$ cat src/rtl/chacha_pkg.sv
// Shared types, constants and index helpers for the ChaCha block sequencer.
// The quarter-round lane (a/b/c/d = 0..3) selects the state row; the column picks the word in it.
package chacha_pkg;

    localparam int WORD_W      = 32;
    localparam int STATE_WORDS = 16;

    typedef logic [WORD_W-1:0] word_t;

    typedef enum logic [1:0] {
        IDLE = 2'd0,
        RUN  = 2'd1,
        ADD  = 2'd2
    } fsm_state_e;

    localparam word_t CHACHA_C0 = 32'h6170_7865;
    localparam word_t CHACHA_C1 = 32'h3320_646e;
    localparam word_t CHACHA_C2 = 32'h7962_2d32;
    localparam word_t CHACHA_C3 = 32'h6b20_6574;

    // Column round: lane k of quarter-round g touches word 4*k + g.
    function automatic logic [3:0] col_idx(input logic [1:0] g, input logic [1:0] lane);
        return {lane, g};
    endfunction

    // Diagonal round: lane k shifts its column by k (mod 4).
    function automatic logic [3:0] diag_idx(input logic [1:0] g, input logic [1:0] lane);
        logic [1:0] col;
        col = g + lane;
        return {lane, col};
    endfunction

endpackage

$ cat src/rtl/chacha_block_sequencer_qr.sv
// Combinational ChaCha quarter-round: four add/xor/rotate stages on a, b, c, d.
module chacha_block_sequencer_qr
    import chacha_pkg::*;
(
    input  word_t a_in,
    input  word_t b_in,
    input  word_t c_in,
    input  word_t d_in,
    output word_t a_out,
    output word_t b_out,
    output word_t c_out,
    output word_t d_out
);

    word_t a1, b1, c1, d1, a2, b2, c2, d2;

    always_comb begin
        a1 = a_in + b_in;
        d1 = d_in ^ a1;
        d1 = {d1[15:0], d1[31:16]};
        c1 = c_in + d1;
        b1 = b_in ^ c1;
        b1 = {b1[19:0], b1[31:20]};
        a2 = a1 + b1;
        d2 = d1 ^ a2;
        d2 = {d2[23:0], d2[31:24]};
        c2 = c1 + d2;
        b2 = b1 ^ c2;
        b2 = {b2[24:0], b2[31:25]};
    end

    assign a_out = a2;
    assign b_out = b2;
    assign c_out = c2;
    assign d_out = d2;

endmodule

$ cat src/rtl/chacha_block_sequencer.sv
// ChaCha block function: one shared quarter-round per cycle over a 16-word state,
// with an optional final feed-forward add of the state captured at start.
module chacha_block_sequencer
    import chacha_pkg::*;
#(
    parameter int DOUBLE_ROUNDS = 10,
    parameter int FEEDFORWARD   = 1
) (
    input  logic        clk,
    input  logic        rst_n,
    input  logic        ld_valid,
    input  logic [3:0]  ld_addr,
    input  logic [31:0] ld_data,
    input  logic        start,
    input  logic [3:0]  rd_addr,
    output logic [31:0] rd_data,
    output logic        busy,
    output logic        done
);

    localparam int STEPS = 8 * DOUBLE_ROUNDS;
    localparam int CNT_W = $clog2(STEPS);
    localparam logic [CNT_W-1:0] LAST = CNT_W'(STEPS - 1);

    fsm_state_e       state_q, state_d;
    logic [CNT_W-1:0] cnt_q, cnt_d;
    logic             done_q, done_d;

    word_t st_q   [STATE_WORDS];
    word_t init_q [STATE_WORDS];

    logic       ld_we, start_acc, qr_we, add_en, last_step;
    logic [1:0] g;
    logic       diag;
    logic [3:0] idx    [4];
    word_t      qr_in  [4];
    word_t      qr_out [4];

    // Host handshake: ld_valid and start are single-cycle requests, honoured only in IDLE;
    // a load and a start in the same cycle performs the load and drops the start.
    assign ld_we     = (state_q == IDLE) && ld_valid;
    assign start_acc = (state_q == IDLE) && start && !ld_valid;
    assign qr_we     = (state_q == RUN);
    assign add_en    = (state_q == ADD);
    assign last_step = (cnt_q == LAST);

    // Bit 2 of the step count is the round parity: even rounds are columns, odd are diagonals.
    always_comb begin
        g    = cnt_q[1:0];
        diag = cnt_q[2];
        for (int l = 0; l < 4; l++) begin
            idx[l]   = diag ? diag_idx(g, 2'(l)) : col_idx(g, 2'(l));
            qr_in[l] = st_q[idx[l]];
        end
    end

    chacha_block_sequencer_qr u_qr (
        .a_in  (qr_in[0]),
        .b_in  (qr_in[1]),
        .c_in  (qr_in[2]),
        .d_in  (qr_in[3]),
        .a_out (qr_out[0]),
        .b_out (qr_out[1]),
        .c_out (qr_out[2]),
        .d_out (qr_out[3])
    );

    always_comb begin
        state_d = state_q;
        cnt_d   = cnt_q;
        done_d  = 1'b0;
        case (state_q)
            IDLE: begin
                if (start_acc) begin
                    state_d = RUN;
                    cnt_d   = '0;
                end
            end
            RUN: begin
                if (last_step) begin
                    if (FEEDFORWARD != 0) begin
                        state_d = ADD;
                    end else begin
                        state_d = IDLE;
                        done_d  = 1'b1;
                    end
                end else begin
                    cnt_d = cnt_q + 1'b1;
                end
            end
            ADD: begin
                state_d = IDLE;
                done_d  = 1'b1;
            end
            default: state_d = IDLE;
        endcase
    end

    always_ff @(posedge clk) begin
        if (!rst_n) begin
            state_q <= IDLE;
            cnt_q   <= '0;
            done_q  <= 1'b0;
        end else begin
            state_q <= state_d;
            cnt_q   <= cnt_d;
            done_q  <= done_d;
        end
    end

    // Per-word write decode; the three write sources are mutually exclusive by FSM state.
    always_ff @(posedge clk) begin
        if (!rst_n) begin
            for (int i = 0; i < STATE_WORDS; i++) begin
                st_q[i]   <= '0;
                init_q[i] <= '0;
            end
        end else begin
            for (int i = 0; i < STATE_WORDS; i++) begin
                if (ld_we && (ld_addr == 4'(i))) begin
                    st_q[i] <= ld_data;
                end else if (qr_we) begin
                    for (int l = 0; l < 4; l++) begin
                        if (idx[l] == 4'(i)) st_q[i] <= qr_out[l];
                    end
                end else if (add_en) begin
                    st_q[i] <= st_q[i] + init_q[i];
                end
                if (start_acc) init_q[i] <= st_q[i];
            end
        end
    end

    assign rd_data = st_q[rd_addr];
    assign busy    = (state_q != IDLE);
    assign done    = done_q;

endmodule

$ cat config.mk
export PLATFORM = sky130hd
export DESIGN_NAME = chacha_block_sequencer
export DESIGN_NICKNAME = d
export VERILOG_FILES = /design/src/rtl/chacha_pkg.sv /design/src/rtl/chacha_block_sequencer_qr.sv /design/src/rtl/chacha_block_sequencer.sv
export SDC_FILE = /design/constraint.sdc
export NUM_CORES = 2
export LEC_CHECK = 0
export BUFFER_PORTS_ARGS = -buffer_cell sky130_fd_sc_hd__buf_2
export CELL_PAD_IN_SITES_DETAIL_PLACEMENT = 1
export CELL_PAD_IN_SITES_GLOBAL_PLACEMENT = 2
export CORE_MARGIN = 1.5
export CORE_UTILIZATION = 39
export CTS_BUF_LIST = sky130_fd_sc_hd__clkbuf_16
export CTS_CLUSTER_DIAMETER = 60
export DETAILED_ROUTE_END_ITERATION = 10
export PLACE_DENSITY_LB_ADDON = 0.1
export SLEW_MARGIN = 10
export SYNTH_ARGS = -nofsm -noshare
export SYNTH_HDL_FRONTEND = slang
export SYNTH_SLANG_ARGS = --single-unit
$ cat constraint.sdc
create_clock -name clk -period 13.25 [get_ports clk]
set_input_delay 0.6625 -clock clk [delete_from_list [all_inputs] [get_ports clk]]
set_output_delay 0.6625 -clock clk [all_outputs]
set_load 0.1 [all_outputs]
==> impl_metrics.env <==
export IMPL_clkSinkCount=1036
export IMPL_synth_main_ff_cell="edfxtp_1"
export IMPL_syn_nets=8667
export IMPL_fillCellCount=22730
export IMPL_overflow=0
export IMPL_critPathMaxStageDelay_ns=1.06
export IMPL_reg2reg_to="st_q[5][4]"
export IMPL_postPlaceCellArea_um2=86220
export IMPL_mappedNetlistArea_um2=81340
export IMPL_routed_via_density=6.558
export IMPL_final_max_slew_viol_count=0
export IMPL_ctsHoldBuffers=0
export IMPL_cp_max_fo=11
export IMPL_fin_nets=8796
export IMPL_rsz0062_at_grt="true"
export IMPL_crit_slowest_cell="xnor2_1"
export IMPL_grt_pass1_wl_mm=562.9
export IMPL_final_common_cell="edfxtp_1"
export IMPL_place_gp_congestion=1.071
export IMPL_route_detailed_drc=0
export IMPL_clock_path_buffers=3
export IMPL_cts_clk_slew_worst_paths_ns=0.06
export IMPL_start_kind="register"
export IMPL_antenna_found_initial=57
export IMPL_dp_hpwl_mm=304.1
export IMPL_vias=72440
export IMPL_critPathKind="register to register"
export IMPL_rrSetupSlack_ns=0.29
export IMPL_initial_core_util_pct=39.24
export IMPL_wl_per_cell_um=36.88
export IMPL_clk_latency_ns=0.87
export IMPL_status="complete, no violations"
export IMPL_root_buffer="clkbuf_16"
export IMPL_grt_pass1_vias=69950
export IMPL_period_share_pct=97.78
export IMPL_syn_inst=7975
export IMPL_fin_util_pct=44.41
export IMPL_min_from="rst_n"
export IMPL_drt_initial_drc_count=8665
export IMPL_clock_skew_ns=0.03340
export IMPL_endpoint="st_q[5][4]"
export IMPL_relSlewSlack_pct=3.531
export IMPL_synth_ff_latch_count=1036
export IMPL_syn_area_per_cell_um2=10.20
export IMPL_die_area_um2=211300
export IMPL_cp_required_ns=13.82
export IMPL_fin_hold_ws_ns=0.5170
export IMPL_mostFrequentLayoutCells="1024 x edfxtp_1, 652 x a21oi_1, 624 x ha_1"
export IMPL_hold_viol_final=0
export IMPL_cts_max_level=4
export IMPL_arrival_ns=13.52
export IMPL_period_needed_ns=12.96
export IMPL_fmax_mhz=77.18
export IMPL_setup_violations=0
export IMPL_chipWidth_um=459.7
export IMPL_dr_max_layer_used="met5"
export IMPL_drive_gt1_share_pct=12.98
export IMPL_gr_usage_all_layers_pct=37.91
export IMPL_grt_max_degree=162
export IMPL_rows=167
export IMPL_io_pins=78
export IMPL_numCtsBuffers=155
export IMPL_reg2reg_from="cnt_q[0]"
export IMPL_ys_seq_area_share_pct=38.10
export IMPL_async_flop_share_pct=0
export IMPL_yosys_warnings=0
export IMPL_cp_depth=46
export IMPL_route_met2_wl_mm=173.9
export IMPL_coreArea_um2=207300
export IMPL_ant_nets=0
export IMPL_reg2reg_depth=46
export IMPL_cp_top_family="compound AO/OA/AOI/OAI gates"
export IMPL_hp_class="input pin to register"
export IMPL_synth_edf_count=1024
export IMPL_crit_start="cnt_q[0]"
export IMPL_crit_buf_inv=7
export IMPL_maxCapViolations=0
export IMPL_routedLengthMet1_mm=170.3
export IMPL_stdcell_area_um2=92050
export IMPL_area_growth_pct=13.16
export IMPL_totalWireLength_mm=407.4
export IMPL_met3_length_mm=38.95
export IMPL_ys_types=101
export IMPL_fp_dieH_um=459.7
export IMPL_worstMarginPinSlew_ns=1.437
export IMPL_portBuffers=77
export IMPL_cts_tree="done"
export IMPL_firstDrtPassIters=5
export IMPL_crit_path_end_kind="register"
cells by family (layout without fill, tap and decap cells):
| group | count (synthesis) | after routing | synth area share (%) |
|---|---|---|---|
| AO/OA/AOI/OAI | 2404 | 2404 | 19.36 |
| XOR/XNOR | 664 | 664 | 7.313 |
| adder cells (fa/ha/maj) | 648 | 648 | 10.15 |
| buffers and inverters | 621 | 881 | 2.898 |
| flip-flops | 1036 | 1036 | 38.10 |
| multiplexers | 307 | 307 | 8.196 |
| other | 0 | 23 | 0 |
| AND/OR/NAND/NOR | 2295 | 2295 | 13.98 |
stage by stage:
step                      cells  setup slack (ns)  TNS (ns)
after floorplan            7975             1.344         0
after global routing      11030          -0.06899   -0.4729
final                     11050            0.2936         0
after global placement    10730           -0.2553    -1.502
after detailed placement  10730           -0.4322    -6.746
after CTS                 11020           0.01666         0
what timing repair did:
item,4_1_cts,5_1_grt
pin swaps,1,7
setup buffers,1,7
hold endpoints to repair,0,0
setup endpoints to repair,54,178
resized for setup,9,37
sequential cells by signal (all words and copies together) (netlist names), named ones only:
| name | flops |
|---|---|
| done | 1 |
| init_q | 512 |
| state_q | 2 |
| st_q | 512 |
| cnt_q | 7 |
cell usage after synthesis (all sizes together), types with 39 or more instances:
cell type  instances  area [um2]
nand4             49       306.5
and2             514        3216
a311oi            39       347.8
ha               628        7858
o22ai             48       300.3
nor2             545        2048
o21bai            64       480.5
edfxtp          1024       30750
clkbuf           341        1280
nand2b            75       469.2
mux4             287        6464
a31oi             63       394.1
xor2             302        2686
xnor2            358        3169
a21o             303        2275
o211ai            59       442.9
a21oi            656        3291
and3              75       469.2
a22oi            125       938.4
o221ai            59       523.0
buf               62       259.0
nand2            573        2151
o21a              73       548.0
a221oi            71       621.9
nor2b             70       437.9
inv              217       814.5
o21ai            480        2402
nor3             113       565.5
nand3            144       720.7
a211oi            89       668.1
a221o             52       520.5
cell type report:
type,instances,area (um2),area share [%]
multi-input combinational,6318,48550,52.75
sequential,1036,31000,33.67
clock buffer,159,3979,4.323
tap,2788,3488,3.790
timing repair buffer,375,2708,2.942
clock inverter,129,1435,1.559
inverter,218,828.3,0.8999
antenna,23,57.56,0.06253
metal layers:
layer  track usage (%)  vias to the layer above
li1                  -                    30660
met1             51.83                    37470
met2             56.11                     3522
met3             8.489                      752
met4             19.25                       28
met5                 0                        -
worst min path at each step:
stage               slack, ns     endpoint  cells after the start
CTS                      0.45  st_q[11][4]                      2
floorplan                0.48     cnt_q[6]                      2
global placement         0.50     cnt_q[6]                      2
global route             0.48  st_q[11][4]                      2
detailed placement       0.52     cnt_q[6]                      2
finish                   0.52  st_q[11][4]                      2
Power is not shown: default switching activity piles up to over one toggle a cycle in this logic, so the estimate is an artifact.
